==> src/rtl/serial_word_receiver_pkg.sv <==
// Shared types and helpers for the serial word receiver.
package serial_word_receiver_pkg;

    typedef enum logic {
        IDLE  = 1'b0,
        SHIFT = 1'b1
    } rx_state_t;

    // Wide enough to hold a bit count of 0..width inclusive.
    function automatic int count_width(input int width);
        return $clog2(width + 1);
    endfunction

endpackage

==> src/rtl/serial_word_receiver_holder.sv <==
// Output word register with valid/ready handshake and sticky overrun flag.
module sr_word_holder #(
    parameter int WIDTH = 6
) (
    input  logic             clk,
    input  logic             reset,
    input  logic             enable,
    input  logic             complete,
    input  logic [WIDTH-1:0] word_in,
    input  logic             out_ready,
    input  logic             clear_overrun,
    output logic [WIDTH-1:0] data_out,
    output logic             out_valid,
    output logic             overrun
);

    logic transfer;
    logic accept;
    logic drop;

    assign transfer = out_valid & out_ready;
    assign accept   = complete & (~out_valid | out_ready);
    assign drop     = complete & out_valid & ~out_ready;

    // A drop outranks a clear so that a lost word is never silently forgotten.
    always_ff @(posedge clk) begin
        if (reset) begin
            data_out  <= '0;
            out_valid <= 1'b0;
            overrun   <= 1'b0;
        end else if (enable) begin
            if (accept) begin
                data_out  <= word_in;
                out_valid <= 1'b1;
            end else if (transfer) begin
                out_valid <= 1'b0;
            end

            if (drop) begin
                overrun <= 1'b1;
            end else if (clear_overrun) begin
                overrun <= 1'b0;
            end
        end
    end

endmodule

==> src/rtl/serial_word_receiver.sv <==
// Framed serial-to-parallel receiver: frame FSM, bit counter and shift register,
// with completed words handed to sr_word_holder.
module serial_word_receiver
    import serial_word_receiver_pkg::*;
#(
    parameter int WIDTH     = 6,
    parameter bit MSB_FIRST = 1'b1
) (
    input  logic             clk,
    input  logic             reset,
    input  logic             enable,
    input  logic             start_in,
    input  logic             bit_valid,
    input  logic             serial_in,
    input  logic             out_ready,
    input  logic             clear_overrun,
    output logic [WIDTH-1:0] data_out,
    output logic             out_valid,
    output logic             overrun,
    output logic             busy
);

    localparam int             CW   = count_width(WIDTH);
    localparam logic [CW-1:0]  LAST = CW'(WIDTH - 1);

    rx_state_t        state, state_next;
    logic [CW-1:0]    count, count_next;
    logic [WIDTH-1:0] shreg, shreg_next;
    logic [WIDTH-1:0] shifted;
    logic [WIDTH-1:0] first_bit;
    logic             complete;

    assign shifted   = MSB_FIRST ? {shreg[WIDTH-2:0], serial_in}
                                 : {serial_in, shreg[WIDTH-1:1]};
    assign first_bit = MSB_FIRST ? {{(WIDTH-1){1'b0}}, serial_in}
                                 : {serial_in, {(WIDTH-1){1'b0}}};

    // Completion beats a coincident start: the finishing bit closes the current
    // word and start_in opens the next frame, whose bits begin next cycle.
    always_comb begin
        state_next = state;
        count_next = count;
        shreg_next = shreg;
        complete   = 1'b0;
        if (enable) begin
            case (state)
                IDLE: begin
                    if (start_in) begin
                        state_next = SHIFT;
                        count_next = bit_valid ? CW'(1) : '0;
                        shreg_next = bit_valid ? first_bit : '0;
                    end
                end
                SHIFT: begin
                    if (bit_valid && count == LAST) begin
                        complete   = 1'b1;
                        state_next = start_in ? SHIFT : IDLE;
                        count_next = '0;
                        shreg_next = '0;
                    end else if (start_in) begin
                        count_next = bit_valid ? CW'(1) : '0;
                        shreg_next = bit_valid ? first_bit : '0;
                    end else if (bit_valid) begin
                        count_next = count + CW'(1);
                        shreg_next = shifted;
                    end
                end
                default: state_next = IDLE;
            endcase
        end
    end

    always_ff @(posedge clk) begin
        if (reset) begin
            state <= IDLE;
            count <= '0;
            shreg <= '0;
        end else begin
            state <= state_next;
            count <= count_next;
            shreg <= shreg_next;
        end
    end

    assign busy = (state == SHIFT);

    sr_word_holder #(
        .WIDTH (WIDTH)
    ) u_holder (
        .clk           (clk),
        .reset         (reset),
        .enable        (enable),
        .complete      (complete),
        .word_in       (shifted),
        .out_ready     (out_ready),
        .clear_overrun (clear_overrun),
        .data_out      (data_out),
        .out_valid     (out_valid),
        .overrun       (overrun)
    );

endmodule

==> config.mk <==
export PLATFORM = sky130hd
export DESIGN_NAME = serial_word_receiver
export DESIGN_NICKNAME = d
export VERILOG_FILES = /design/src/rtl/serial_word_receiver_pkg.sv /design/src/rtl/serial_word_receiver_holder.sv /design/src/rtl/serial_word_receiver.sv
export SDC_FILE = /design/constraint.sdc
export NUM_CORES = 1
export LEC_CHECK = 0
export CAP_MARGIN = 25
export CELL_PAD_IN_SITES_DETAIL_PLACEMENT = 0
export CELL_PAD_IN_SITES_GLOBAL_PLACEMENT = 1
export CORE_MARGIN = 5
export CORE_UTILIZATION = 38
export CTS_BUF_LIST = sky130_fd_sc_hd__clkbuf_2 sky130_fd_sc_hd__clkbuf_4 sky130_fd_sc_hd__clkbuf_8
export DETAILED_ROUTE_END_ITERATION = 10
export PLACE_DENSITY_LB_ADDON = 0.25
export SLEW_MARGIN = 10
export SYNTH_ARGS = -nofsm -noshare
export SYNTH_HDL_FRONTEND = slang
export SYNTH_HIERARCHICAL = 1
export SYNTH_SLANG_ARGS = --single-unit
==> constraint.sdc <==
create_clock -name clk -period 1.7 [get_ports clk]
set_clock_uncertainty 0.05 [all_clocks]
set_input_delay 0.34 -clock clk [delete_from_list [all_inputs] [get_ports clk]]
set_output_delay 0.34 -clock clk [all_outputs]
set_load 0.1 [all_outputs]
==> impl_metrics.csv <==
group,metric,value,unit
status,outcome,"finished, final reports clean",
timing,timing.fmax,640.1,MHz
power,powerDensity,607.1,nW/um2
placement,place_congestion,0.7651,
timing,tightest_slew,0.2791,ns
placement,numPlacedInstances,130,
final_layout,syn_to_final_growth,48.73,%
routing,wl_per_cell,11.33,um
synthesis,yosys-top-cells-area,"dfxtp_1 43%, nand2b_1 13%, mux2i_1 7.6%",
synthesis,yosys_warnings,6,
clocking,cts_buffer_depth,2,
synthesis,yosys_register_bits,17,
power,p_leak,0.0004180,uW
worst_setup_path,path_cells,"ha_4, nand2_1, nor3_2, nand2_2, nor2_8, mux2i_1",
clocking,postCtsHoldBufs,0,
clocking,clockRootBuffer,"clkbuf_4",
power,ir_drop,0.0003196,V
routing,via_per_inst,4.785,
synthesis,synth_seq_area_share,43.31,%
routing,route.vias.total,646,
placement,io_buffers,16,
synthesis,syn_nets,92,
synthesis,yosysMostFrequentCell,"dfxtp_1",
synthesis,synth_top_cell_area_share,43.31,%
worst_setup_path,critPathRequiredTime,1.87,ns
grt,grt_pass1_vias,650,
timing,drv_slew,0,
worst_setup_path,crit_fanout,6,
floorplanning,die_y,55.47,um
synthesis,synth_ff_type,"dfxtp_1",
floorplanning,rows,16,
clocking,htreeDepth,1,
synthesis,synth_cell_type_count,24,
grt,grt_overflow,0,
synthesis,synth.avg_cell_area,9.582,um2
grt,grt_max_degree,20,
worst_setup_path,cp-end-kind,"flop",
final_layout,multiInputGateArea,440.4,um2
routing,drc_errors,0,
min_path,worstHoldPathType,"flop to flop",
floorplanning,io_pins,17,
timing,relSlewSlack,81.31,%
timing,finalCritPeriodShare,91.90,%
worst_setup_path,start_kind,"flop",
routing,drt_iter0_drc,9,
final_layout,drive_gt1_share,27.78,%
grt,grt_usage,10.89,%
timing,rsz0062_at_grt,"no",
clocking,cts_buffers,3,
synthesis,synth_edf_count,0,
routing,postRouteAntennaNets,0,
timing,setup_viol,0,
synthesis,async_reset_ff_share,0,%
flow_run,max_cap_violations,0,
worst_setup_path,critPathArrivalTime,1.73,ns
clocking,cts_tree,"built",
clocking,insertion_delay,0.28,ns
clocking,clkSlewWorstSetupHoldPaths,0.10,ns
routing,first_pass_iters,4,
worst_setup_path,critPathKind,"flop to flop",
timing,setup_tns,0,ns
synthesis,syn_inst,82,
synthesis,synth_commonest_cells,"17 x dfxtp_1, 16 x nand2b_1, 6 x mux2i_1, 6 x nand2_1",
final_layout,nets,119,
synthesis,syn_area,785.8,um2
floorplanning,die_area,3077,um2
routing,drt-total-wl,1529,um
worst_setup_path,max_stage_delay,0.42,ns
final_layout,nFillCells,180,
final_layout,fin_cells,135,
worst_setup_path,crit_buf_inv,0,
grt,antenna_found_initial,0,
worst_setup_path,critPathSlowestCell,"dfxtp_1",
final_layout,seq_area,341.6,um2
synthesis,yosys.area.top_type,"dfxtp_1",
final_layout,antenna_cells,0,
clocking,cts.sinks,17,
floorplanning,chipWidth,55.47,um
timing,fin_crit,1.562,ns
grt,grt_pass1_wl,2746,um
timing,finalHoldWorstSlack,0.4316,ns
floorplanning,core,1962,um2
worst_setup_path,path_delay_family,"simple AND/OR/NAND/NOR gates",
floorplanning,start_util,40.05,%
timing,finalHoldViolations,0,
placement,dp_hpwl,1175,um
==> where the power goes <==
| group | total, uW | leakage (uW) | switching, uW | internal, uW |
|---|---|---|---|---|
| registers | 409 | 0.000138 | 6.63 | 402 |
| clock network | 212 | 0.0000177 | 125 | 87.2 |
| logic | 88.2 | 0.000263 | 42.3 | 45.9 |
| total | 709 | 0.000418 | 174 | 536 |
==> cells by family after synthesis <==
group	synth area share [%]
buffers and inverters	2.866
muxes	7.644
and+or+nand+nor	27.07
adders and majority gates	3.184
AOI/OAI and AO/OA	15.92
DFF	43.31
==> registers in the layout, indices dropped and copies added, names as in the netlist <==
signal / flops
u_holder/data_out: 6
shreg: 5
count: 3
busy: 1
u_holder/out_valid: 1
u_holder/overrun: 1
==> tightest hold or removal path: stages (launching register included) <==
cell      delay [ns]
dfxtp_1         0.33
nand2b_1        0.06
mux2i_1         0.06
==> layout by cell type, fill, tap and decap left out, types with 2 or more instances in the layout <==
cell / n
a21oi_1: 4
buf_12: 9
buf_4: 8
clkbuf_4: 3
clkdlybuf4s50_1: 7
dfxtp_1: 16
inv_1: 4
mux2i_1: 6
nand2_1: 6
nand2_2: 2
nand2b_1: 16
nor2_1: 2
o21ai_0: 3
o22ai_1: 4
o32ai_1: 3
==> final cells by class <==
cell class / count / share of cell area [%]
Timing Repair Buffer: 24 / 26.55
Clock buffer: 3 / 1.927
Multi-Input combinational cell: 59 / 37.69
Sequential cell: 17 / 29.23
Clock inverter: 1 / 0.4283
Inverter: 4 / 1.285
Tap cell: 27 / 2.891
==> path summary, 6_finish.rpt <==
path / slack, ns / endpoint / cells after the start / start
min reg2reg: 0.43 / u_holder/data_out[2]$_SDFFE_PP0P_ / 2 / shreg[1]$_SDFFE_PP0P_
max reg2reg: 0.14 / u_holder/data_out[3]$_SDFFE_PP0P_ / 6 / count[0]$_SDFFE_PP0P_
min: 0.43 / u_holder/data_out[2]$_SDFFE_PP0P_ / 2 / shreg[1]$_SDFFE_PP0P_
max: 0.14 / u_holder/data_out[3]$_SDFFE_PP0P_ / 6 / count[0]$_SDFFE_PP0P_
==> per-stage QoR <==
step / worst slack [ns] / utilization (%) / cell area [um2] / total power (uW)
2_1_floorplan: 0.04692 / - / 787.0 / 456.8
3_3_place_gp: -0.08056 / 56.89 / 1116 / 503.3
3_5_place_dp: -0.1155 / 56.89 / 1116 / 504.1
4_1_cts: 0.02619 / 58.29 / 1144 / 717.1
5_1_grt: 0.01228 / 59.57 / 1169 / 744.8
6_report: 0.1377 / 59.57 / 1169 / 709.5
==> layer usage <==
layer / track usage [%] / routed length [um] / part of all wire, % / vias up
met5: 0 / 0 / 0 / -
met4: 4.167 / 13 / 0.85 / 0
met3: 3.263 / 58 / 3.8 / 2
met2: 17.74 / 733 / 48 / 9
met1: 13.36 / 723 / 47 / 298
li1: - / - / - / 337
==> timing repair <==
item | in CTS | in global routing
setup endpoints to repair | 0 | 6
resized for setup | 0 | 3
setup buffers | 0 | 1
Note: power is estimated with default switching activity, not from simulation.
